==> src/rtl/cpu_cu.sv <==
// cpu_cu: multi-cycle fetch/decode/execute control unit for the 16-bit CPU.
// Drives the execution unit's control strobes and the RAM write enable from
// the current state, the instruction class ir[11:9] and flags captured in EXEC.
module cpu_cu (
  input  logic        clock,
  input  logic        reset,
  input  logic        run,
  input  logic [15:0] ir,
  input  logic        carry,
  input  logic        N,
  input  logic        Z,
  output logic        pc_inc,
  output logic        pc_ld,
  output logic        ir_ld,
  output logic        adr_sel,
  output logic        S_Sel,
  output logic        W_En,
  output logic        mem_we,
  output logic        halted,
  output logic [3:0]  state
);

  typedef enum logic [3:0] {
    S_IDLE   = 4'd0,
    S_FETCH  = 4'd1,
    S_DECODE = 4'd2,
    S_EXEC   = 4'd3,
    S_LD_ADR = 4'd4,
    S_LD_WB  = 4'd5,
    S_ST     = 4'd6,
    S_JMP    = 4'd7,
    S_BR     = 4'd8,
    S_HALT   = 4'd9
  } state_t;

  state_t     r_state;
  state_t     w_next;
  state_t     w_end;
  logic       r_cf, r_nf, r_zf;
  logic [2:0] w_cls;
  logic       w_unused_ir;

  assign w_cls       = ir[11:9];
  // Remaining IR fields belong to the execution unit.
  assign w_unused_ir = ^{ir[15:12], ir[8:0]};
  // Instruction end: continue fetching only while run is held.
  assign w_end       = run ? S_FETCH : S_IDLE;

  // State register; reset wins over every transition, including HALT.
  always_ff @(posedge clock) begin
    if (reset) r_state <= S_IDLE;
    else       r_state <= w_next;
  end

  // ALU flags are captured only in EXEC so branches see the last ALU result.
  always_ff @(posedge clock) begin
    if (reset) begin
      r_cf <= 1'b0;
      r_nf <= 1'b0;
      r_zf <= 1'b0;
    end else if (r_state == S_EXEC) begin
      r_cf <= carry;
      r_nf <= N;
      r_zf <= Z;
    end
  end

  // Next-state and Moore outputs; everything is forced low while reset is high.
  always_comb begin
    w_next  = S_IDLE;
    pc_inc  = 1'b0;
    pc_ld   = 1'b0;
    ir_ld   = 1'b0;
    adr_sel = 1'b0;
    S_Sel   = 1'b0;
    W_En    = 1'b0;
    mem_we  = 1'b0;
    halted  = 1'b0;
    case (r_state)
      S_IDLE:   w_next = run ? S_FETCH : S_IDLE;
      S_FETCH: begin
        ir_ld  = 1'b1;
        pc_inc = 1'b1;
        w_next = S_DECODE;
      end
      S_DECODE: begin
        case (w_cls)
          3'b000:                 w_next = S_EXEC;
          3'b001:                 w_next = S_LD_ADR;
          3'b010:                 w_next = S_ST;
          3'b011:                 w_next = S_JMP;
          3'b100, 3'b101, 3'b110: w_next = S_BR;
          default:                w_next = S_HALT;
        endcase
      end
      S_EXEC: begin
        W_En   = 1'b1;
        w_next = w_end;
      end
      S_LD_ADR: begin
        adr_sel = 1'b1;
        w_next  = S_LD_WB;
      end
      S_LD_WB: begin
        adr_sel = 1'b1;
        S_Sel   = 1'b1;
        W_En    = 1'b1;
        w_next  = w_end;
      end
      S_ST: begin
        adr_sel = 1'b1;
        mem_we  = 1'b1;
        w_next  = w_end;
      end
      S_JMP: begin
        pc_ld  = 1'b1;
        w_next = w_end;
      end
      S_BR: begin
        case (w_cls)
          3'b100:  pc_ld = r_zf;
          3'b101:  pc_ld = r_nf;
          3'b110:  pc_ld = r_cf;
          default: pc_ld = 1'b0;
        endcase
        w_next = w_end;
      end
      S_HALT: begin
        halted = 1'b1;
        w_next = S_HALT;
      end
      default:  w_next = S_IDLE;
    endcase
    if (reset) begin
      pc_inc  = 1'b0;
      pc_ld   = 1'b0;
      ir_ld   = 1'b0;
      adr_sel = 1'b0;
      S_Sel   = 1'b0;
      W_En    = 1'b0;
      mem_we  = 1'b0;
      halted  = 1'b0;
    end
  end

  assign state = reset ? 4'd0 : r_state;

endmodule
==> config.mk <==
export PLATFORM = sky130hd
export DESIGN_NAME = cpu_cu
export DESIGN_NICKNAME = d
export VERILOG_FILES = /design/src/rtl/cpu_cu.sv
export SDC_FILE = /design/constraint.sdc
export NUM_CORES = 1
export LEC_CHECK = 0
export CORE_UTILIZATION = 30
export DETAILED_ROUTE_END_ITERATION = 10
export PLACE_DENSITY = 0.68
export SYNTH_ARGS = -nofsm -noshare
export SYNTH_HDL_FRONTEND = slang
export SYNTH_SLANG_ARGS = --single-unit
==> constraint.sdc <==
create_clock -name clock -period 3.39 [get_ports clock]
set_input_delay 0.5085 -clock clock [delete_from_list [all_inputs] [get_ports clock]]
set_output_delay 0.5085 -clock clock [all_outputs]
set_load 0.05 [all_outputs]
==> impl_metrics.env <==
export IMPL_r2r_setup_slack_ps=1750
export IMPL_rsz0062_at_grt="false"
export IMPL_reg2reg_from="r_state[1]"
export IMPL_p_clk_share_pct=31.7
export IMPL_cpPeakStageDelay_ps=840
export IMPL_remaining_drc_errors=0
export IMPL_cts_resized=0
export IMPL_cp_end_kind="output pin"
export IMPL_synth_warnings=0
export IMPL_port_buffers=20
export IMPL_cts_tree="built"
export IMPL_antenna_found_initial=0
export IMPL_synth_edf_count=0
export IMPL_die_width_um=44.4
export IMPL_design_area_um2=768
export IMPL_async_reset_ff_share_pct=0
export IMPL_p_switching_uw=72.7
export IMPL_dieArea_mm2=0.00197
export IMPL_yosysSeqAreaShare_pct=26.0
export IMPL_pwr_share_comb_pct=26.3
export IMPL_fin_worst_skew_ps=2.20
export IMPL_p_leak_nw=0.249
export IMPL_place_inst=107
export IMPL_globalplace_congestion=0.748
export IMPL_hpwl_um=927
export IMPL_final_cells=111
export IMPL_grt_overflow_total=0
export IMPL_synth_seq_cells=7
export IMPL_setup_violations=0
export IMPL_r2r_cells=3
export IMPL_syn_area_um2=539
export IMPL_cts_root_buf="clkbuf_4"
export IMPL_required_ps=2880
export IMPL_cp_cell_sequence="clkdlybuf4s50_1 > a211oi_1 > nand4_1 > o22ai_1 > clkdlybuf4s50_1"
export IMPL_p_per_area_mw_per_mm2=301
export IMPL_yosysMostFrequentCell="nor2_1"
export IMPL_cp_max_fo=6
export IMPL_wire_per_inst_um=11.8
export IMPL_netlist_area_leader_share_pct=26.0
export IMPL_hp_class="reg -> reg"
export IMPL_grt_max_degree=18
export IMPL_max_slew_margin_pct=58.9
export IMPL_peakVddDrop_uv=310
export IMPL_grt_pass1_wl_um=1970
export IMPL_yosys_area_top_type="dfxtp_1"
export IMPL_finalHoldViolations=0
export IMPL_antenna_left=0
export IMPL_finalSetupTns_ps=0
export IMPL_n_antenna_cell=0
export IMPL_io_pins=34
export IMPL_num_rows=14
export IMPL_synth_top_flop_cell="dfxtp_1"
export IMPL_core_area_mm2=0.00159
export IMPL_crit_start="ir[10]"
export IMPL_initial_core_util_pct=33.8
export IMPL_yosysUniqueCellTypes=31
export IMPL_p_int_uw=159
export IMPL_cts_buffers=3
export IMPL_drtPass1Iterations=4
export IMPL_ys_top_cells_by_area="dfxtp_1, mux2i_1, nor2_1"
export IMPL_whs_ps=500
export IMPL_tightest_slew_ps=616
export IMPL_fin_nets=110
export IMPL_cp_common_cell="clkdlybuf4s50_1"
export IMPL_path_class="in -> out"
export IMPL_clkTransAtPathRegs_ps=50
export IMPL_slowest_stage="clkdlybuf4s50_1"
export IMPL_drt_iter0_drc=7
export IMPL_period_minus_slack_ps=2900
export IMPL_crit_path_end="pc_ld"
export IMPL_syn_inst=68
export IMPL_drive_gt1_share_pct=11.5
export IMPL_via_per_inst=5.17
export IMPL_vias=574
export IMPL_fmax_mhz=345
export IMPL_cts_sinks=7
export IMPL_slew_viol_final=0
export IMPL_place_area_um2=742
export IMPL_max_cap_violations=0
export IMPL_routed_wl_um=1310
export IMPL_pwr_share_seq_pct=42.0
export IMPL_r2r_end="r_state[1]"
export IMPL_outcome="completed"
export IMPL_synthTopCellsByCount="nor2_1, dfxtp_1, nand2_1"
export IMPL_die_h_um=44.4
export IMPL_synth_fp_nets=90
export IMPL_synthToLayoutAreaGrowth_pct=42.5
export IMPL_min_from="r_cf"
export IMPL_critPathArrivalTime_ps=2390
export IMPL_grtUsageTotal_pct=14.0
export IMPL_post_cts_buffers=0
export IMPL_insertion_delay_ps=250
export IMPL_fin_crit_sh_pct=85.5
export IMPL_grt_pass1_vias=443
export IMPL_hold_buffers=0
export IMPL_swShare_pct=31.4
export IMPL_h_tree_depth=1
export IMPL_avgSynthCellArea_um2=7.93
export IMPL_cp_start_kind="input port"
export IMPL_clockBufferDepth=2
==> registers in the layout, summed over array words and instances (netlist names) <==
register	cells
r_nf	1
r_zf	1
r_state	4
r_cf	1
==> final cells by class <==
cell class | instances | area [µm²]
Timing Repair Buffer | 21 | 208
Tap cell | 24 | 30.0
Sequential cell | 7 | 140
Fill cell | 165 | 826
Inverter | 1 | 6.26
Clock buffer | 4 | 26.3
Multi-Input combinational cell | 54 | 358
==> how the worst min path moves through the flow <==
stage,end,cells past startpoint,slack [ps]
after floorplan,r_zf,2,460
after global placement,r_cf,2,470
after detailed placement,r_nf,2,490
after CTS,r_nf,2,510
after global routing,r_nf,2,530
final,r_cf,2,500
==> cells in the final DEF, fill, tap and decap left out, drive strengths merged <==
cell type      Yosys  layout
or4                3       3
o22ai              2       2
nand2              6       6
a2bb2oi            2       2
o21a               1       1
buf                3       1
nand4              1       1
clkdlybuf4s50      0      20
mux2i              4       4
a21oi              4       4
a31oi              1       1
clkbuf             3       4
nor2              10      10
dfxtp              7       7
a211oi             2       2
nor4b              1       1
and3               1       1
nor2b              4       4
nor3               5       5
a2111oi            1       1
o21ai              2       2
nor4               2       2
nand2b             1       1
inv                1       1
xor2               1       1
==> power by group through the flow <==
| stage | logic [mW] | registers, mW | clock network, mW |
|---|---|---|---|
| finish | 0.0610 | 0.0973 | 0.0734 |
| global route | 0.0647 | 0.0979 | 0.0817 |
| CTS | 0.0614 | 0.0969 | 0.0781 |
| detailed placement | 0.0611 | 0.0987 | 0 |
| global placement | 0.0603 | 0.0982 | 0 |
| floorplan | 0.0476 | 0.0902 | 0 |
==> layer usage <==
metal  wire length [µm]  up-vias  GRT usage, %
li1                   -      285             -
met1                609      269          17.9
met2                628       20          20.6
met3                 70        0          6.12
met4                  0        0          5.45
met5                  0        -             0
==> critical path, delay by kind of cell <==
family | cells | cell delay (ps)
buffers and inverters | 2 | 1340
and+or+nand+nor | 1 | 120
AOI/OAI and AO/OA | 2 | 420
==> per-stage QoR <==
stage               total power [mW]  util, %  worst slack [ps]
CTS                            0.236     48.2               494
detailed placement             0.160     46.5               496
floorplan                      0.138        -              71.8
finish                         0.232     48.2               493
global route                   0.244     48.2               408
global placement               0.159     46.5               509
==> cells by family (layout without fill, tap and decap cells) <==
family	after synthesis	count (layout)	synth area share [%]
xor gates and xnor gates	1	1	1.62
DFF	7	7	26.0
and+or+nand+nor	34	34	34.8
AOI/OAI and AO/OA	15	15	22.5
muxes	4	4	7.42
buffers and inverters	7	26	7.66
Note: power is estimated with default switching activity, not from simulation.
